==> config.mk <==
export PLATFORM = sky130hd
export DESIGN_NAME = lock_auto_operator
export DESIGN_NICKNAME = d
export VERILOG_FILES = /design/src/rtl/lock_auto_operator.sv
export SDC_FILE = /design/constraint.sdc
export NUM_CORES = 1
export LEC_CHECK = 0
export BUFFER_PORTS_ARGS = -buffer_cell sky130_fd_sc_hd__buf_2
export CELL_PAD_IN_SITES_DETAIL_PLACEMENT = 1
export CELL_PAD_IN_SITES_GLOBAL_PLACEMENT = 1
export CORE_ASPECT_RATIO = 0.75
export CORE_UTILIZATION = 25
export DETAILED_ROUTE_END_ITERATION = 16
export GPL_TIMING_DRIVEN = 0
export PLACE_DENSITY_LB_ADDON = 0.1
export SLEW_MARGIN = 20
export SYNTH_ARGS = -nofsm -noshare
export SYNTH_HDL_FRONTEND = slang
export SYNTH_SLANG_ARGS = --single-unit
==> constraint.sdc <==
create_clock -name clk -period 1.8 [get_ports clk]
set_input_delay 0.45 -clock clk [delete_from_list [all_inputs] [get_ports clk]]
set_output_delay 0.45 -clock clk [all_outputs]
set_load 0.01 [all_outputs]
==> src/rtl/lock_auto_operator.sv <==
// lock_auto_operator: sequences a gondola through a water lock.
// It handles arrival, water adjust, the door pulses and departure.
// Every output is registered. Edges on the arrival switches are taken
// against a one-cycle-delayed copy of each switch.
module lock_auto_operator #(
  parameter int unsigned ARR_DELAY  = 300,
  parameter int unsigned DEPT_DELAY = 300,
  parameter int unsigned PULSE_GAP  = 4,
  parameter int unsigned MAX_PULSES = 16
) (
  input  logic       clk,
  input  logic       reset,
  input  logic       tick,
  input  logic       arrive_outer,
  input  logic       arrive_inner,
  input  logic       outer_openable,
  input  logic       inner_openable,
  output logic       inc_water_level,
  output logic       dec_water_level,
  output logic       outer_door_open,
  output logic       inner_door_open,
  output logic [2:0] state,
  output logic       busy,
  output logic       to_inner,
  output logic       fault
);

  typedef enum logic [2:0] {
    IDLE      = 3'd0,
    ARRIVING  = 3'd1,
    TRANSFER  = 3'd2,
    DEPARTING = 3'd3,
    FAULT     = 3'd4
  } state_t;

  localparam int unsigned TIMER_MAX = (ARR_DELAY > DEPT_DELAY) ? ARR_DELAY : DEPT_DELAY;
  localparam int unsigned GW        = (PULSE_GAP > 1) ? $clog2(PULSE_GAP) : 1;
  localparam int unsigned PW        = $clog2(MAX_PULSES + 1);

  localparam logic [15:0]   TIMER_SAT = 16'(TIMER_MAX);
  localparam logic [15:0]   ARR_T     = 16'(ARR_DELAY);
  localparam logic [15:0]   DEPT_T    = 16'(DEPT_DELAY);
  localparam logic [GW-1:0] GAP_LOAD  = GW'(PULSE_GAP - 1);
  localparam logic [PW-1:0] PMAX      = PW'(MAX_PULSES);

  state_t        state_q, state_d;
  logic          to_inner_q, to_inner_d;
  logic [15:0]   timer_q, timer_d;
  logic [GW-1:0] gap_q, gap_d;
  logic [PW-1:0] pcnt_q, pcnt_d;
  logic          arrive_outer_q, arrive_inner_q;
  logic          inc_d, dec_d, outer_door_d, inner_door_d;

  logic          edge_outer, edge_inner;
  logic          adjusting, target_outer, target_open;
  logic          can_pulse, exhausted, door_fire;

  assign edge_outer = arrive_outer & ~arrive_outer_q;
  assign edge_inner = arrive_inner & ~arrive_inner_q;

  // ARRIVING aims for the arrival side and TRANSFER aims for the
  // departure side. The arrival side is the outer side when to_inner=1.
  assign adjusting    = (state_q == ARRIVING) || (state_q == TRANSFER);
  assign target_outer = (state_q == ARRIVING) ? to_inner_q : ~to_inner_q;
  assign target_open  = target_outer ? outer_openable : inner_openable;
  assign can_pulse    = adjusting && !target_open && (gap_q == '0) && (pcnt_q < PMAX);
  assign exhausted    = adjusting && !target_open && (gap_q == '0) && (pcnt_q >= PMAX);

  // State register and registered outputs. Reset has priority over all
  // other inputs. The edge-detect copies load the live switch level even
  // during reset, so a switch held high through reset gives no edge.
  always_ff @(posedge clk) begin
    arrive_outer_q <= arrive_outer;
    arrive_inner_q <= arrive_inner;
    if (reset) begin
      state_q         <= IDLE;
      to_inner_q      <= 1'b0;
      timer_q         <= '0;
      gap_q           <= '0;
      pcnt_q          <= '0;
      inc_water_level <= 1'b0;
      dec_water_level <= 1'b0;
      outer_door_open <= 1'b0;
      inner_door_open <= 1'b0;
      busy            <= 1'b0;
      fault           <= 1'b0;
    end else begin
      state_q         <= state_d;
      to_inner_q      <= to_inner_d;
      timer_q         <= timer_d;
      gap_q           <= gap_d;
      pcnt_q          <= pcnt_d;
      inc_water_level <= inc_d;
      dec_water_level <= dec_d;
      outer_door_open <= outer_door_d;
      inner_door_open <= inner_door_d;
      busy            <= (state_d != IDLE);
      fault           <= (state_d == FAULT);
    end
  end

  // Next-state and direction selection
  always_comb begin
    state_d    = state_q;
    to_inner_d = to_inner_q;
    case (state_q)
      IDLE: begin
        if (edge_outer) begin
          state_d    = ARRIVING;
          to_inner_d = 1'b1;
        end else if (edge_inner) begin
          state_d    = ARRIVING;
          to_inner_d = 1'b0;
        end
      end
      ARRIVING: begin
        if (exhausted)
          state_d = FAULT;
        else if (target_open && (timer_q >= ARR_T))
          state_d = TRANSFER;
      end
      TRANSFER: begin
        if (exhausted)
          state_d = FAULT;
        else if (target_open)
          state_d = DEPARTING;
      end
      DEPARTING: begin
        if (timer_q >= DEPT_T) begin
          state_d    = IDLE;
          to_inner_d = 1'b0;
        end
      end
      FAULT:   state_d = FAULT;
      default: state_d = IDLE;
    endcase
  end

  // Pulse generation, the tick timer and the water-adjust counters.
  // Each door pulse belongs to the transition that leaves an adjust phase,
  // and it opens the door on the side that phase was adjusting toward.
  always_comb begin
    inc_d        = 1'b0;
    dec_d        = 1'b0;
    outer_door_d = 1'b0;
    inner_door_d = 1'b0;
    timer_d      = (tick && (timer_q < TIMER_SAT)) ? timer_q + 16'd1 : timer_q;
    gap_d        = (gap_q != '0) ? gap_q - GW'(1) : gap_q;
    pcnt_d       = pcnt_q;

    if (can_pulse) begin
      inc_d  = ~target_outer;
      dec_d  = target_outer;
      pcnt_d = pcnt_q + PW'(1);
      gap_d  = GAP_LOAD;
    end

    door_fire = ((state_q == ARRIVING) && (state_d == TRANSFER)) ||
                ((state_q == TRANSFER) && (state_d == DEPARTING));
    if (door_fire) begin
      outer_door_d = target_outer;
      inner_door_d = ~target_outer;
    end

    if (state_d != state_q) begin
      if ((state_d == ARRIVING) || (state_d == DEPARTING))
        timer_d = '0;
      if ((state_d == ARRIVING) || (state_d == TRANSFER)) begin
        gap_d  = '0;
        pcnt_d = '0;
      end
    end
  end

  assign state    = state_q;
  assign to_inner = to_inner_q;

endmodule

==> flow_summary_export.csv <==
group,metric,value,unit
global_routing,antenna_found_initial,0,
place,hpwl,3.205,mm
clocking,insertion_delay,0.29,ns
sta,hold-worst-slack,0.2730,ns
power,p_seq_frac,0.475,
critical_path,timing.critical_path.buf_inv,1,
sta,setup_viol,20,
floorplanning,core.rowCount,24,
clocking,cts_tree,"done",
global_routing,grt_pass1_wl,7.797,mm
power,p_leak,0.7830,nW
yosys,avgSynthCellArea,9.152,sq um
power,p_switching,0.0004855,W
clocking,path_clk_slew,0.07,ns
global_routing,grt_max_degree,11,
yosys,syn_nets,185,
sta,fmax,536.4,MHz
route,via_per_inst,5.034,
critical_path,cp_cell_sequence,"nor3b_4 -> a21boi_4 -> o211ai_1 -> a31o_4 -> buf_6 -> a211oi_2",
layout,fillers,697,
floorplanning,coreArea,0.006006,sq mm
global_routing,track_usage,0.1522,
layout,diodes,0,
sta,maxSlewViolCount,0,
power,irDropWorstVdd,282.6,uV
place,pre_cts_slack,-0.5620,ns
route,drcViolationCount,0,
power,power_frac_comb,0.190,
floorplanning,die_area,0.006734,sq mm
hold_path,hold_depth,1,
yosys,yosysMostFrequentCell,"dfxtp_1",
sta,grt_setup_unrepaired,"true",
yosys,synth.top_cell.area_share,0.4375,
yosys,ys_seq_elements,35,
layout,synthToLayoutAreaGrowth,42.11,%
job,max-cap-violations,0,
route,drt-wirelength-per-cell,16.26,um
route,drt-total-wl,4.764,mm
power,p_clk_frac,0.335,
sta,finalCriticalPeriod,1.864,ns
hold_path,min_from,"arrive_inner",
layout,fin_nets,224,
yosys,synth_ff_type,"dfxtp_1",
critical_path,r2r_start,"state[1]",
global_routing,first_global_vias,1558,
yosys,synthCells,175,
floorplanning,die_y,71.32,um
yosys,synth_area_leader_cell,"dfxtp_1",
yosys,synth_cell_types,39,
critical_path,cpMaxStageDelayCell,"dfxtp_4",
sta,layout_setup_ws,-0.06411,ns
yosys,async_flop_share,0,
critical_path,startpoint,"state[1]",
clocking,clock_sinks,35,
yosys,ys_top_cells_by_count,"dfxtp_1 (35), a21oi_1 (15), nor2_1 (14)",
route,drt-initial-drc-count,34,
floorplanning,start_util,0.2667,
place,gp_congestion,0.7879,
sta,hold_viol,0,
route,dr.pass1.iters,4,
clocking,cts_buffers,5,
critical_path,reg2reg_depth,6,
critical_path,critPathTopFamily,"compound AO/OA/AOI/OAI gates",
sta,tightest_slew,0.5748,ns
route,ant_nets,0,
critical_path,critPathArrivalTime,2.08,ns
route,vias,1475,
place,port_buffers,15,
critical_path,worstPathRequired,2.01,ns
global_routing,grt.overflow.total,0,
yosys,syn_area,0.001602,sq mm
clocking,clk_path_buf_depth,2,
power,switching_share,0.2864,
critical_path,path_max_fanout,8,
floorplanning,pin_count,17,
run_status,outcome,"finished with violations",
yosys,yosysWarningCount,0,
clocking,cts_root_buf,"clkbuf_8",
power,power.internal,0.001209,W
sta,period_share,1.036,
sta,finClkSkew,0.004538,ns
yosys,synthTopCellsByArea,"dfxtp_1 (44%), xnor2_1 (4.9%), a21oi_1 (4.7%)",
yosys,synth_edf_count,0,
critical_path,path_class,"register to register",
critical_path,cp.depth,6,
critical_path,worstSetupEndpointType,"register",
layout,final_layout_size_suffix_gt1_frac,0.4372,
power,powerDensity,744.7,mW/mm^2
sta,slew_headroom,0.6168,
clocking,cts-hold-fix-buffers,0,
hold_path,hold_class,"primary input to register",
run_status,violations,"setup timing",
critical_path,critPathLaunchType,"register",
floorplanning,die_width,94.42,um
clocking,h-tree-depth,2,
critical_path,slowest_delay,0.39,ns
yosys,seq_area_frac_synth,0.4375,
==> layer usage <==
layer  routed length, um  share of wire  GRT usage  vias to the layer above
li1                    -              -          -                      707
met1                2422           0.51     0.2065                      740
met2                2112           0.44     0.2383                       23
met3                 181          0.038    0.03503                        5
met4                  48          0.010    0.04957                        0
met5                   0              0          0                        -
==> flip-flops by register name, indices dropped and copies added, names as in the netlist, 2 cells and up <==
| signal | count |
|---|---|
| timer_q | 16 |
| pcnt_q | 5 |
| state | 3 |
| gap_q | 2 |
==> worst reg2reg max path, delay by kind of cell (launching register included) <==
family / cells / cell delay, ns
and+or+nand+nor: 1 / 0.32
DFF: 1 / 0.39
buffers and inverters: 1 / 0.14
AOI/OAI and AO/OA: 4 / 0.95
==> logic make-up (layout without fill, tap and decap cells) <==
family | count (synthesis) | in the layout | synth area share
buf+inv | 14 | 54 | 0.04843
mux | 2 | 2 | 0.01250
compound gates | 46 | 46 | 0.1984
fa+ha+maj | 3 | 3 | 0.02344
simple gates | 65 | 65 | 0.2250
xor+xnor | 10 | 10 | 0.05469
flops | 35 | 35 | 0.4375
==> power by group through the flow <==
stage,combinational (W),sequential [W],clock (W)
final,0.000322,0.000806,0.000567
after floorplan,0.000145,0.000825,0
after global placement,0.000202,0.000821,0
after CTS,0.000287,0.000805,0.000582
after global routing,0.000346,0.000808,0.000614
after detailed placement,0.000214,0.000823,0
==> final timing paths <==
kind	slack, ns	end
worst max-delay path	-0.06	timer_q[5]
worst min-delay path	0.27	arrive_inner_q
worst max register to register	-0.06	timer_q[5]
worst min register to register	0.47	timer_q[12]
==> layout by cell type (no fill, tap or decap), types with 2 or more instances in the layout <==
cell type / synthesis / layout
a211oi_2: 0 / 8
a21oi_1: 15 / 5
a21oi_2: 1 / 10
a41oi_1: 3 / 3
buf_2: 2 / 15
buf_4: 0 / 16
buf_6: 3 / 6
clkbuf_1: 4 / 4
clkbuf_8: 0 / 5
dfxtp_1: 35 / 30
dfxtp_2: 0 / 2
dfxtp_4: 0 / 3
ha_1: 3 / 3
inv_1: 5 / 5
mux2i_1: 2 / 2
nand2_1: 10 / 10
nand2b_1: 12 / 10
nand2b_4: 0 / 2
nand3_1: 4 / 4
nor2_1: 14 / 12
nor2_2: 0 / 2
nor2b_1: 4 / 4
nor3_1: 7 / 6
nor3b_2: 0 / 2
nor4_4: 0 / 2
o211ai_1: 2 / 2
o21ai_0: 4 / 3
o21ai_4: 0 / 2
or3_1: 4 / 2
or3_4: 0 / 2
xnor2_1: 9 / 9
==> repair_timing <==
action                                  4_1_cts  5_1_grt
buffers inserted                             14        5
pin swaps                                    10        6
cloned                                        1        0
endpoints found under the setup margin       33       33
resized for setup                            31       34
endpoints found under the hold margin         0        0
==> per-stage QoR <==
step	instances	TNS (ns)	cell area [sq um]	total power, W	utilization
after global routing	293	-2.160	2276	0.001768	0.3790
after floorplan	175	-0.4846	1613	0.0009705	-
final	293	-0.5363	2276	0.001695	0.3790
after CTS	289	-1.404	2102	0.001674	0.3500
after detailed placement	268	-11.77	1785	0.001037	0.2973
after global placement	268	-10.43	1785	0.001023	0.2973
==> layout make-up <==
class / instances / area (sq um) / share of cell area
multi-input combinational: 126 / 1081 / 0.4750
sequential: 35 / 714.4 / 0.3139
timing repair buffer: 35 / 244.0 / 0.1072
tap: 78 / 97.59 / 0.04288
clock buffer: 7 / 76.32 / 0.03353
buffer: 6 / 38.79 / 0.01704
inverter: 5 / 18.77 / 0.008246
clock inverter: 1 / 5.005 / 0.002199
Note: power is estimated with default switching activity, not from simulation.
